`config.mk`:
```
export PLATFORM = sky130hd
export DESIGN_NAME = instruction_fetch
export DESIGN_NICKNAME = d
export VERILOG_FILES = /design/src/rtl/fetch_pkg.sv /design/src/rtl/fetch_buffer.sv /design/src/rtl/instruction_fetch.sv
export SDC_FILE = /design/constraint.sdc
export NUM_CORES = 1
export LEC_CHECK = 0
export BUFFER_PORTS_ARGS = -buffer_cell sky130_fd_sc_hd__buf_2
export CAP_MARGIN = 40
export CORE_ASPECT_RATIO = 0.8
export CORE_MARGIN = 2
export CORE_UTILIZATION = 40
export DETAILED_ROUTE_END_ITERATION = 10
export PLACE_DENSITY = 0.64
export SETUP_SLACK_MARGIN = 0.1
export SLEW_MARGIN = 15
export SYNTH_ARGS = -nofsm -noshare
export SYNTH_HDL_FRONTEND = slang
export SYNTH_SLANG_ARGS = --single-unit
```
`constraint.sdc`:
```
create_clock -name clk -period 2.47 [get_ports clk]
set_input_delay 0.6175 -clock clk [delete_from_list [all_inputs] [get_ports clk]]
set_output_delay 0.6175 -clock clk [all_outputs]
set_load 0.01 [all_outputs]
```
`src/rtl/fetch_pkg.sv`:
```
// Shared fetch-stage types and constants, also consumed by decode.
// Latency: n/a (types and constants only).
// Backpressure: n/a.
package fetch_pkg;

    localparam int FETCH_ADDRESS_WIDTH = 16;
    localparam int FETCH_DATA_WIDTH    = 16;
    localparam int FETCH_BUFFER_DEPTH  = 2;

    localparam logic [FETCH_ADDRESS_WIDTH-1:0] FETCH_RESET_VECTOR = 16'h0000;

    // One fetched instruction together with the address it was read from.
    typedef struct packed {
        logic [FETCH_ADDRESS_WIDTH-1:0] Address;
        logic [FETCH_DATA_WIDTH-1:0]    Instruction;
    } FetchEntry_t;

endpackage

```
`src/rtl/fetch_buffer.sv`:
```
// Synchronous FIFO of fetch entries; flush beats push/pop.
// Latency: a pushed entry is visible at the head one cycle after its push edge (no fall-through).
// Backpressure: push into a full buffer is accepted only together with a pop; pop on empty is ignored.
//
// Ports:
//   clk, clk_rst       clock, synchronous active-high reset
//   push_vld/push_dat  write request and entry
//   pop_rdy            consumer takes the head this edge (ignored when empty)
//   flush              drop all entries and reset pointers
//   head_vld/head_dat  head entry (head_dat is zero while empty)
//   full, count        occupancy status
module fetch_buffer
    import fetch_pkg::*;
#(
    parameter type entry_t = FetchEntry_t,
    parameter int  DEPTH   = FETCH_BUFFER_DEPTH
) (
    input  logic                   clk,
    input  logic                   clk_rst,
    input  logic                   push_vld,
    input  entry_t                 push_dat,
    input  logic                   pop_rdy,
    input  logic                   flush,
    output logic                   head_vld,
    output entry_t                 head_dat,
    output logic                   full,
    output logic [$clog2(DEPTH):0] count
);

    localparam int PTR_W = $clog2(DEPTH);
    localparam int CNT_W = PTR_W + 1;

    entry_t             mem_q [DEPTH];
    entry_t             mem_d [DEPTH];
    logic [PTR_W-1:0]   wr_ptr_q, wr_ptr_d;
    logic [PTR_W-1:0]   rd_ptr_q, rd_ptr_d;
    logic [CNT_W-1:0]   count_q, count_d;
    logic               do_push;
    logic               do_pop;

    assign head_vld = (count_q != '0);
    assign full     = (count_q == CNT_W'(DEPTH));
    assign count    = count_q;
    // Zero the head while empty so downstream never sees stale entries.
    assign head_dat = head_vld ? mem_q[rd_ptr_q] : '0;

    always_comb begin
        do_pop   = pop_rdy & head_vld;
        // A full buffer frees its head slot on the same edge when popping.
        do_push  = push_vld & (~full | do_pop);
        mem_d    = mem_q;
        wr_ptr_d = wr_ptr_q;
        rd_ptr_d = rd_ptr_q;
        count_d  = count_q;

        if (flush) begin
            wr_ptr_d = '0;
            rd_ptr_d = '0;
            count_d  = '0;
        end else begin
            if (do_push) begin
                mem_d[wr_ptr_q] = push_dat;
                // DEPTH is a power of two, so the pointer wraps naturally.
                wr_ptr_d        = wr_ptr_q + PTR_W'(1);
            end
            if (do_pop) begin
                rd_ptr_d = rd_ptr_q + PTR_W'(1);
            end
            case ({do_push, do_pop})
                2'b10:   count_d = count_q + CNT_W'(1);
                2'b01:   count_d = count_q - CNT_W'(1);
                default: count_d = count_q;
            endcase
        end
    end

    always_ff @(posedge clk) begin
        if (clk_rst) begin
            wr_ptr_q <= '0;
            rd_ptr_q <= '0;
            count_q  <= '0;
            for (int i = 0; i < DEPTH; i++) begin
                mem_q[i] <= '0;
            end
        end else begin
            wr_ptr_q <= wr_ptr_d;
            rd_ptr_q <= rd_ptr_d;
            count_q  <= count_d;
            mem_q    <= mem_d;
        end
    end

endmodule

```
`src/rtl/instruction_fetch.sv`:
```
// Fetch stage: owns the PC, reads the ROM combinationally and queues {address, instruction} for decode.
// Latency: first FetchValid one cycle after reset release; redirect target visible two edges after the redirect.
// Backpressure: FetchReady low with a full buffer stalls the PC; the head holds steady until accepted.
//
// Ports:
//   clk, clk_rst                       clock, synchronous active-high reset
//   InstructionAddress/InstructionIn   ROM address (= PC) and same-cycle ROM data
//   RedirectValid/RedirectAddress      reload PC and flush the buffer
//   Halt                               stop fetching; buffer keeps draining
//   FetchValid/FetchReady              head handshake toward decode
//   FetchInstruction/FetchAddress      head entry contents (zero while empty)
//   BufferCount                        occupied entries
module instruction_fetch
    import fetch_pkg::*;
#(
    parameter int                       ADDRESS_WIDTH = FETCH_ADDRESS_WIDTH,
    parameter int                       DATA_WIDTH    = FETCH_DATA_WIDTH,
    parameter int                       BUFFER_DEPTH  = FETCH_BUFFER_DEPTH,
    parameter logic [ADDRESS_WIDTH-1:0] RESET_VECTOR  = FETCH_RESET_VECTOR
) (
    input  logic                          clk,
    input  logic                          clk_rst,
    output logic [ADDRESS_WIDTH-1:0]      InstructionAddress,
    input  logic [DATA_WIDTH-1:0]         InstructionIn,
    input  logic                          RedirectValid,
    input  logic [ADDRESS_WIDTH-1:0]      RedirectAddress,
    input  logic                          Halt,
    output logic                          FetchValid,
    input  logic                          FetchReady,
    output logic [DATA_WIDTH-1:0]         FetchInstruction,
    output logic [ADDRESS_WIDTH-1:0]      FetchAddress,
    output logic [$clog2(BUFFER_DEPTH):0] BufferCount
);

    // Same layout as FetchEntry_t, but sized by this instance's parameters.
    typedef struct packed {
        logic [ADDRESS_WIDTH-1:0] Address;
        logic [DATA_WIDTH-1:0]    Instruction;
    } entry_t;

    logic [ADDRESS_WIDTH-1:0] pc_q, pc_d;
    logic                     pop;
    logic                     push;
    logic                     buf_full;
    logic                     head_vld;
    entry_t                   push_dat;
    entry_t                   head_dat;

    assign InstructionAddress = pc_q;
    assign FetchValid         = head_vld;
    assign FetchInstruction   = head_dat.Instruction;
    assign FetchAddress       = head_dat.Address;

    always_comb begin
        pop  = head_vld & FetchReady;
        // Redirect and halt both suppress the push; a full buffer only
        // accepts when its head is leaving on the same edge.
        push = ~clk_rst & ~RedirectValid & ~Halt & (~buf_full | pop);

        push_dat.Address     = pc_q;
        push_dat.Instruction = InstructionIn;

        pc_d = pc_q;
        if (RedirectValid) begin
            pc_d = RedirectAddress;
        end else if (push) begin
            // Wraps modulo 2^ADDRESS_WIDTH.
            pc_d = pc_q + ADDRESS_WIDTH'(1);
        end
    end

    always_ff @(posedge clk) begin
        if (clk_rst) begin
            pc_q <= RESET_VECTOR;
        end else begin
            pc_q <= pc_d;
        end
    end

    // A pop coinciding with a redirect still completes; decode squashes it.
    fetch_buffer #(
        .entry_t (entry_t),
        .DEPTH   (BUFFER_DEPTH)
    ) u_fetch_buffer (
        .clk      (clk),
        .clk_rst  (clk_rst),
        .push_vld (push),
        .push_dat (push_dat),
        .pop_rdy  (pop),
        .flush    (RedirectValid),
        .head_vld (head_vld),
        .head_dat (head_dat),
        .full     (buf_full),
        .count    (BufferCount)
    );

endmodule
```
==> metrics.md <==
| Metric | Value |
|---|---|
| Synthesized Nets | 528 |
| Vias in the first global route | 3,308 |
| Minimum clock period | 2.03 ns |
| XOR/XNOR Fraction of Synth Area | 0.0233 |
| Clock root buffer | clkbuf_16 |
| Hold wc startpoint | u_fetch_buffer.mem_q[29] |
| Mapped Area | 0.00376 mm2 |
| Gp weighted congestion | 0.822 |
| CTS tree | yes |
| P_int | 2.26 mW |
| DR pass1 iterations | 4 |
| Simple-Gate Fraction of Synth Area | 0.252 |
| Post-synth top flop | dfxtp_1 |
| Mean Syn Cell Area | 7.69 um2 |
| First-pass GRT wire length | 16,300 um |
| Worst rel slew slack | 0.451 |
| Wire length on met3 | 686 um |
| H-tree depth | 3 |
| Max-cap violation count | 0 |
| Critical Path RT | 1.85 ns |
| P_leak | 1.71 nW |
| Reg-to-reg startpoint | u_fetch_buffer.count[0] |
| TritonCTS Buffers | 9 |
| Hold Vio Cnt, Final | 0 |
| Synth top area share | 0.447 |
| Combinational power share | 0.075 |
| Crit Path Class | register to output pin |
| Post_cts resized | 0 |
| Clock Tree Buf Depth | 2 |
| Cells after Synth | 489 |
| Slew Limit Fails | 0 |
| Total power | 2.94 mW |
| Pwr/cell area | 634 mW/mm2 |
| Library cells used by synthesis | 38 |
| Worst Skew | 0.00473 ns |
| Reg2reg setup slack | 0.46 ns |
| FF+latch count, synth | 84 |
| RSZ-0062 raised after global routing | false |
| Max incr delay on CP | 0.36 ns |
| Final nets | 605 |
| Largest family of logic cells by synthesized area | simple AND/OR/NAND/NOR gates |
| Sequential area share after synthesis | 0.447 |
| Layout cells sized above 1 | 0.226 |
| DR iter-0 viols | 143 |
| HPWL Detailed | 6450 um |
| Reg clk slew, reported paths | 0.06 ns |
| Setup-failing EPs final | 0 |
| CORE AREA | 0.00908 mm2 |
| VDD IR-drop max | 0.000375 V |
| Die Wd | 112 um |
| Yosys warning total | 0 |
| Pin count of the biggest net entering global routing | 81 |
| Crit Path Max Fanout | 32 |
| Reg2reg end | InstructionAddress[11] |
| Antenna violations before repair | 0 |
| Starting density of the core | 0.414 |
| Net switching power | 0.678 mW |
| Clk Latency, worst-skew pair | 0.33 ns |
| FMAX | 492 MHz |
| Asr flop ratio synth | 0 |
| Commonest non-fill, non-tap cells in the layout | 140 x nand2_1, 87 x buf_2, 83 x dfxtp_1 |
| Port Buf Inserts | 87 |
| Most common cell after layout, fill and taps aside | nand2_1 |
| Min-delay worst type | register to register |
| Yosys top cell by area | dfxtp_1 |
| Sequential Power Share | 0.488 |
| Final cycle utilization of the critical path | 0.823 |
| Worst-path cell chain | buf_12, mux2i_1, nor2_1, buf_2 |
| Post-CTS Setup Bufs | 0 |
| Routed length per instance | 14.5 um |
| Reg2Reg Depth | 6 |
| Routed wire length | 9910 um |
| CP arrival | 1.42 ns |
| Crit. End Element | output pin |
| Net Sw Frac | 0.231 |
| Hold path cells | 2 |
| N_diodes | 0 |
| Die height | 90.7 um |
| Slew @ Worst Pin | 0.823 ns |
| All-Layer GR Usage | 0.196 |
| GRT Residual Overflow | 0 |
| Area of the die | 0.0102 mm2 |
| Synthesized-area fraction occupied by adder cells | 0.00666 |
| Core Rows | 31 |
| Synth Area in Compound Gates | 0.137 |
| Post-route setup TNS | 0 ns |
| Layout overhead on the synthesized area | 23.3% |
| CP Launch Type | register |
| Top Layer Used | met4 |
| Status | completed |
| CTS Sinks | 84 |
| Post-route DRC | 0 |
| Mux contribution to synthesized area | 0.0882 |
| EDFF count, synth | 0 |
| Metal2 WL | 4690 um |
| WL met1 | 4460 um |
| Slowest stage cell on the critical path | dfxtp_2 |
| Vias per inst | 5.22 |
| I/O pins | 88 |
| Synth area leaders | dfxtp_1 45%, nand2_1 14%, a21oi_1 9.1% |
| ANT nets after route | 0 |
| Vias | 3,582 |
| Clock share of power | 0.437 |
| Hold buffers post-CTS | 0 |
| Final core occ | 0.511 |
| Worst Hold End | u_fetch_buffer.mem_q[29] |
## synthesized netlist by cell type (2+ instances only)
library cell,n
o21ai_0,3
nor3b_1,3
nand3_1,5
nand2_1,140
clkbuf_1,36
xnor2_1,9
nand3b_1,2
or3_1,4
inv_1,7
nand4_1,4
nor3_1,5
a31o_2,2
a311oi_1,3
a31oi_1,3
mux2i_1,32
and4_1,2
ha_1,2
dfxtp_1,84
nor2_1,51
nor4_1,2
a211oi_1,6
a21oi_1,68
## worst max-delay path: cells and delay by family (launching register included)
| family | cells | cell delay [ns] |
|---|---|---|
| buffers and inverters | 2 | 0.38 |
| flip-flops | 1 | 0.36 |
| multiplexers | 1 | 0.25 |
| AND/OR/NAND/NOR | 1 | 0.05 |
## flip-flops by register name, indices dropped and copies added, names as in the netlist
| name | count |
|---|---|
| InstructionAddress | 16 |
| u_fetch_buffer.mem_q | 64 |
| u_fetch_buffer.wr_ptr_q | 1 |
| u_fetch_buffer.count | 2 |
| u_fetch_buffer.rd_ptr_q | 1 |
## how the worst max path moves through the flow
stage | start | to
floorplan | FetchReady | u_fetch_buffer.count[1]
global placement | RedirectValid | InstructionAddress[11]
detailed placement | clk_rst | InstructionAddress[11]
CTS | u_fetch_buffer.rd_ptr_q | FetchAddress[10]
global route | InstructionAddress[1] | InstructionAddress[8]
finish | u_fetch_buffer.rd_ptr_q | FetchAddress[14]
## power groups by stage
stage / clock, mW / sequential [mW] / combinational [mW]
2_1_floorplan: 0 / 1.46 / 0.125
3_3_place_gp: 0 / 1.46 / 0.220
3_5_place_dp: 0 / 1.46 / 0.223
4_1_cts: 1.32 / 1.43 / 0.224
5_1_grt: 1.38 / 1.44 / 0.248
6_report: 1.28 / 1.43 / 0.221
## final cells by class
cell class	instances	area (um2)
clock inverter	5	52.6
sequential	84	1680
clock buffer	11	233
fill	927	4440
inverter	7	26.3
timing repair buffer	103	581
tap	115	144
multi-input combinational	361	1920
## cell families (layout without fill, tap and decap cells)
logic type / after synthesis / after routing
DFF: 84 / 84
xor gates and xnor gates: 10 / 10
muxes: 33 / 33
and+or+nand+nor: 225 / 225
buffers and inverters: 44 / 126
AOI/OAI and AO/OA: 91 / 91
adders and majority gates: 2 / 2
## routing by layer
layer	up-vias	GRT usage
li1	1781	-
met2	94	0.318
met4	0	0.0508
met3	9	0.0577
met5	-	0
met1	1698	0.256
## metrics by stage
step                area [um2]  cells  setup WS, ns  hold slack, ns
finish                    4640    686         0.437           0.453
CTS                       4640    686         0.425           0.454
global route              4640    686         0.208           0.471
floorplan                 3760    489         0.122           0.436
detailed placement        4350    670         0.222           0.446
global placement          4350    670         0.227           0.441
No activity file was read; power rests on OpenSTA's default activity.
